### src/rtl/clock_set_ctrl.sv
// Button front end for the millennium clock: field select FSM, inc/dec pulses with
// hold-to-repeat, idle timeout back to RUN. Optional blink strobe: CLOCK_SET_BLINK_EN.
module clock_set_ctrl #(
   parameter int unsigned HOLD_CYC    = 25_000_000,
   parameter int unsigned REPEAT_CYC  = 5_000_000,
   parameter int unsigned TIMEOUT_CYC = 500_000_000,
   parameter int unsigned BLINK_CYC   = 12_500_000
) (
   input  logic clk_50MHz,
   input  logic rst,
   input  logic btn_mode,
   input  logic btn_up,
   input  logic btn_down,
   output logic set_sec,
   output logic set_min,
   output logic set_hour,
   output logic set_day,
   output logic set_month,
   output logic set_year,
   output logic inc,
   output logic dec,
   output logic editing,
   output logic blink
);

   localparam int unsigned HW = $clog2(HOLD_CYC) + 1;
   localparam int unsigned RW = $clog2(REPEAT_CYC) + 1;
   localparam int unsigned TW = $clog2(TIMEOUT_CYC) + 1;

   if (HOLD_CYC < 2 || REPEAT_CYC < 1 || TIMEOUT_CYC < 2 || BLINK_CYC < 1) begin : g_bad_param
      $error("clock_set_ctrl: cycle parameters out of range");
   end

   typedef enum logic [2:0] {RUN, SEC, MIN, HOUR, DAY, MONTH, YEAR} state_t;
   typedef enum logic [1:0] {ACT_NONE, ACT_UP, ACT_DOWN} act_t;

   state_t        state_q, state_d;
   act_t          act_q, act_d;
   logic [HW-1:0] hold_q, hold_d;
   logic [RW-1:0] rep_q, rep_d;
   logic [TW-1:0] idle_q, idle_d;
   logic          mode_q, up_q, down_q;
   logic          press_mode, press_up, press_down, any_btn, rpt;
   logic          inc_q, inc_d, dec_q, dec_d, editing_q;
   logic [5:0]    set_q, set_d;

   always_comb begin
      press_mode = btn_mode & ~mode_q;
      press_up   = btn_up & ~up_q;
      press_down = btn_down & ~down_q;
      any_btn    = btn_mode | btn_up | btn_down;
      state_d    = state_q;
      act_d      = act_q;
      hold_d     = hold_q;
      rep_d      = rep_q;
      idle_d     = idle_q;
      inc_d      = 1'b0;
      dec_d      = 1'b0;
      rpt        = 1'b0;
      if (state_q == RUN) begin
         act_d  = ACT_NONE;
         hold_d = '0;
         rep_d  = '0;
         idle_d = '0;
         if (press_mode) state_d = SEC;
      end else begin
         if (any_btn || idle_q == TW'(TIMEOUT_CYC - 1)) idle_d = '0;
         else idle_d = idle_q + TW'(1);
         // Priority: mode edge, timeout, up+down conflict, fresh press, continued hold.
         if (press_mode) begin
            act_d  = ACT_NONE;
            hold_d = '0;
            rep_d  = '0;
            case (state_q)
               SEC:     state_d = MIN;
               MIN:     state_d = HOUR;
               HOUR:    state_d = DAY;
               DAY:     state_d = MONTH;
               MONTH:   state_d = YEAR;
               default: state_d = RUN;
            endcase
         end else if (!any_btn && idle_q == TW'(TIMEOUT_CYC - 1)) begin
            state_d = RUN;
            act_d   = ACT_NONE;
            hold_d  = '0;
            rep_d   = '0;
         end else if (btn_up && btn_down) begin
            act_d  = ACT_NONE;
            hold_d = '0;
            rep_d  = '0;
         end else if (press_up || press_down) begin
            act_d  = press_up ? ACT_UP : ACT_DOWN;
            hold_d = HW'(1);
            rep_d  = '0;
            inc_d  = press_up;
            dec_d  = press_down;
         end else if ((act_q == ACT_UP && btn_up) || (act_q == ACT_DOWN && btn_down)) begin
            if (hold_q != HW'(HOLD_CYC)) begin
               hold_d = hold_q + HW'(1);
               rpt    = (hold_d == HW'(HOLD_CYC));
            end else begin
               rep_d = rep_q + RW'(1);
               if (rep_d == RW'(REPEAT_CYC)) begin
                  rpt   = 1'b1;
                  rep_d = '0;
               end
            end
            inc_d = rpt & (act_q == ACT_UP);
            dec_d = rpt & (act_q == ACT_DOWN);
         end else begin
            act_d  = ACT_NONE;
            hold_d = '0;
            rep_d  = '0;
         end
      end
   end

   always_comb begin
      set_d = '0;
      case (state_d)
         SEC:     set_d = 6'b000001;
         MIN:     set_d = 6'b000010;
         HOUR:    set_d = 6'b000100;
         DAY:     set_d = 6'b001000;
         MONTH:   set_d = 6'b010000;
         YEAR:    set_d = 6'b100000;
         default: set_d = '0;
      endcase
   end

   always_ff @(posedge clk_50MHz) begin
      if (rst) begin
         state_q   <= RUN;
         act_q     <= ACT_NONE;
         hold_q    <= '0;
         rep_q     <= '0;
         idle_q    <= '0;
         mode_q    <= 1'b0;
         up_q      <= 1'b0;
         down_q    <= 1'b0;
         inc_q     <= 1'b0;
         dec_q     <= 1'b0;
         editing_q <= 1'b0;
         set_q     <= '0;
      end else begin
         state_q   <= state_d;
         act_q     <= act_d;
         hold_q    <= hold_d;
         rep_q     <= rep_d;
         idle_q    <= idle_d;
         mode_q    <= btn_mode;
         up_q      <= btn_up;
         down_q    <= btn_down;
         inc_q     <= inc_d;
         dec_q     <= dec_d;
         editing_q <= (state_d != RUN);
         set_q     <= set_d;
      end
   end

`ifdef CLOCK_SET_BLINK_EN
   localparam int unsigned BW = $clog2(BLINK_CYC) + 1;

   logic [BW-1:0] bcnt_q, bforce_q;
   logic          blink_q;

   // Any inc/dec pins the field visible for BLINK_CYC cycles before blinking resumes.
   always_ff @(posedge clk_50MHz) begin
      if (rst || state_d == RUN) begin
         bcnt_q   <= '0;
         bforce_q <= '0;
         blink_q  <= 1'b0;
      end else if (state_d != state_q) begin
         bcnt_q   <= '0;
         bforce_q <= '0;
         blink_q  <= 1'b1;
      end else if (inc_d || dec_d) begin
         bcnt_q   <= '0;
         bforce_q <= BW'(BLINK_CYC);
         blink_q  <= 1'b1;
      end else if (bforce_q != '0) begin
         bforce_q <= bforce_q - BW'(1);
         blink_q  <= 1'b1;
      end else if (bcnt_q == BW'(BLINK_CYC - 1)) begin
         bcnt_q  <= '0;
         blink_q <= ~blink_q;
      end else begin
         bcnt_q <= bcnt_q + BW'(1);
      end
   end

   assign blink = blink_q;
`else
   assign blink = editing_q;
`endif

   assign {set_year, set_month, set_day, set_hour, set_min, set_sec} = set_q;
   assign inc     = inc_q;
   assign dec     = dec_q;
   assign editing = editing_q;

endmodule

### config.mk
export PLATFORM = sky130hd
export DESIGN_NAME = clock_set_ctrl
export DESIGN_NICKNAME = d
export VERILOG_FILES = /design/src/rtl/clock_set_ctrl.sv
export SDC_FILE = /design/constraint.sdc
export NUM_CORES = 1
export LEC_CHECK = 0
export ABC_AREA = 1
export ABC_CLOCK_PERIOD_IN_PS = 4570
export CAP_MARGIN = 20
export CORE_MARGIN = 2
export CORE_UTILIZATION = 39
export CTS_CLUSTER_DIAMETER = 40
export DETAILED_ROUTE_END_ITERATION = 16
export MAX_ROUTING_LAYER = met4
export PLACE_DENSITY_LB_ADDON = 0.1
export SLEW_MARGIN = 30
export SYNTH_ARGS = -nofsm -noshare
export SYNTH_HDL_FRONTEND = slang
export SYNTH_SLANG_ARGS = --single-unit
### constraint.sdc
create_clock -name clk_50MHz -period 4.57 [get_ports clk_50MHz]
set_input_delay 0.457 -clock clk_50MHz [delete_from_list [all_inputs] [get_ports clk_50MHz]]
set_output_delay 0.457 -clock clk_50MHz [all_outputs]
set_load 0.03 [all_outputs]
==> results.md <==
- Outcome: finished clean
- Clock network power share: 44.4%
- Post-Place Cells: 1,049
- RePlAce Congestion: 0.891
- F_max: 341 MHz
- Total placed instance area: 0.00587 sq mm
- Yosys Warn Count: 0
- P&R area growth vs syn: 10.6%
- Post-route ant nets: 0
- Startpoint Class: register
- WP buf/inv: 3
- Seq/Total Area, Yosys: 34.9%
- Slew HR: 58.6%
- Core area: 0.0139 sq mm
- Count leader, synth: nand2_1
- Logic pwr share: 2.8%
- DR WL/cell: 12.9 microns
- Worst-skew pair later-pin latency: 0.35 ns
- Layout fillers: 1,483
- Net Sw Power: 379 uW
- Post-Syn Area per Cell: 6.43 sq um
- H-tree depth: 3
- Max-cap check violation count: 0
- Hold crit path type: register to register
- Initial Util: 40.0%
- Cell row count: 43
- Port Buffers: 14
- Largest delay share family, worst path: simple AND/OR/NAND/NOR gates
- Power Density: 264 mW/mm^2
- Final worst-path cycle share: 64.2%
- Drt initial violations: 299
- Initial antenna violation count: 0
- Final Hold Vio Count: 0
- Root buf cell: clkbuf_16
- Max clock buf depth: 2
- CTS tree: built
- Area leader, netlist: dfxtp_1
- Arrival @ worst endpoint: 3.20 ns
- Slowest cell on crit path: nand2_1
- Commonest cells post-synth: nand2_1 (237), nor2_1 (148), inv_1 (103)
- DRT Pass-1 Iters: 5
- Setup crit end kind: register
- Post-Route WL: 13.8 mm
- Worst-path fanout max: 12
- Nets: 889
- Die span in y: 123 microns
- Setup TNS: 0 ns
- Slew at the pin closest to its max-slew limit: 0.621 ns
- Post_cts resized: 0
- Final instance count without filler cells: 1,065
- Vias per cell: 5.00
- CP peak stage delay: 0.54 ns
- First-pass GRT wire length: 23.0 mm
- Ys async rst share: 0%
- Synthesized instance count: 865
- Main flop type after synthesis: dfxtp_1
- Syn Nets: 874
- Routed via count: 5,328
- Die width: 123 microns
- Number of global-route vias before repair: 4,961
- Sw frac: 23.4%
- CTS Hold Bufs: 0
- Io pins: 15
- Final setup fails: 0
- # diodes: 0
- Cell variety after synth: 36
- Slew Viols, Final: 0
- Share of layout cells above drive strength 1: 8.25%
- Gr usage total: 19.7%
- Leakage Power: 0.00201 uW
- Number of synthesized flops with an enable pin: 0
- HPWL Detailed: 10.7 mm
- Number of synthesized register bits: 97
- DR DRC count: 0
- Largest cells by area after synthesis: dfxtp_1 (35%), nand2_1 (16%), nor2_1 (10%), inv_1 (7.0%), nand3_1 (5.0%)
- Largest net degree at the start of global routing: 31
- Most frequent CP cell: nand2_1
- CP required: 4.84 ns
- CP cell instances: ha_1 > nand2_1 > inv_2 > nand4_2 > nor2_1 > inv_1 > nor2_1 > nand4_1 > nand2_1 > nor2_2 > nand2_1 > inv_1 > nand2_1 > o21ai_0
- Final min period: 2.93 ns
- Post-synth top area share: 34.9%
- Power Internal: 1240 uW
- Unrepaired setup endpoints after global routing: no
- Sink Count: 97
- Kind of critical path: register to register
- Final Instance Area: 0.00614 sq mm
- Clk pin slew, worst setup/hold paths: 0.07 ns
- VDD IR max: 170 uV
- Die area: 0.0152 sq mm
- Grt total ovfl: 0
- Sequential power share: 52.7%
- Post-CTS Setup Bufs: 0
- Skew final: 0.0109 ns
- Synthesized area: 0.00556 sq mm
- TritonCTS Buffers: 9
==> power groups by stage <==
| stage | clock [uW] | sequential [uW] | combinational [uW] |
|---|---|---|---|
| after detailed placement | 0 | 875 | 46.1 |
| after global routing | 780 | 856 | 51.4 |
| after CTS | 744 | 855 | 46.4 |
| after floorplan | 0 | 881 | 23.1 |
| final | 721 | 855 | 46.1 |
| after global placement | 0 | 875 | 45.9 |
==> registers in the layout (all words and copies together), names as in the netlist, 2 cells and up <==
register  count
set_q         6
act_q         2
idle_q       30
rep_q        24
state_q       3
hold_q       26
==> cells by family after synthesis <==
group	synth area share, %
AND/OR/NAND/NOR	45.4
buffers and inverters	8.73
flip-flops	34.9
AO/OA/AOI/OAI	6.89
XOR/XNOR	3.15
adder cells (fa/ha/maj)	0.901
==> metal layers <==
layer	wire length [microns]	share of wire, %	vias to the layer above	track usage, %
met1	6790	49	2411	25.9
met2	6230	45	102	31.2
li1	-	-	2802	-
met3	620	4.5	13	3.64
met5	0	0	-	-
met4	145	1.1	0	5.04
==> cell type report <==
type | count | area, sq um | area share, %
Clock buffer | 9 | 225 | 3.67
Tap cell | 180 | 225 | 3.67
Sequential cell | 97 | 1940 | 31.6
Clock inverter | 7 | 52.6 | 0.855
Inverter | 111 | 417 | 6.78
Multi-Input combinational cell | 646 | 3140 | 51.0
Timing Repair Buffer | 15 | 148 | 2.40
==> cell usage in the layout (no fill, tap or decap), types with 2 or more instances in the layout <==
cell / count
nor2_2: 6
nor4_1: 7
nand3_2: 13
inv_1: 103
o21bai_1: 3
ha_1: 4
nor3b_1: 8
clkinv_2: 2
nand3_1: 54
nor2_4: 6
nand4_1: 26
nor3_2: 2
inv_2: 7
o21ai_2: 9
nand2_1: 237
a21oi_1: 24
clkdlybuf4s50_1: 14
nand2_4: 2
xor2_1: 14
or2_2: 3
a211oi_1: 2
dfxtp_1: 97
clkinvlp_4: 3
clkbuf_16: 9
nor3_1: 27
o21ai_1: 10
o21ai_0: 18
xnor2_1: 6
nand3b_1: 6
nor2_1: 148
nand2_2: 7
==> worst register-to-register path: cells and delay by family, from the launching register on <==
kind	cells	cell delay, ns
buffers and inverters	3	0.49
AOI/OAI and AO/OA	1	0.08
and+or+nand+nor	9	1.74
DFF	1	0.33
adders and majority gates	1	0.22
==> through the flow <==
step	power, uW	setup slack (ns)	utilization, %	hold slack [ns]
3_3_place_gp	921	1.54	42.2	0.427
5_1_grt	1690	1.23	44.3	0.493
6_report	1620	1.64	44.3	0.453
3_5_place_dp	921	1.30	42.3	0.443
2_1_floorplan	904	2.62	-	0.418
4_1_cts	1650	1.55	44.3	0.465
==> worst paths after layout <==
kind / from / end / slack, ns / cells after the start
max reg2reg: idle_q[0]$_SDFF_PP0_ / rep_q[17]$_SDFFE_PP0N_ / 1.64 / 14
min: idle_q[0]$_SDFF_PP0_ / idle_q[0]$_SDFF_PP0_ / 0.45 / 1
max: idle_q[0]$_SDFF_PP0_ / rep_q[17]$_SDFFE_PP0N_ / 1.64 / 14
min reg2reg: idle_q[0]$_SDFF_PP0_ / idle_q[0]$_SDFF_PP0_ / 0.45 / 1
(Power assumes the default switching activity.)
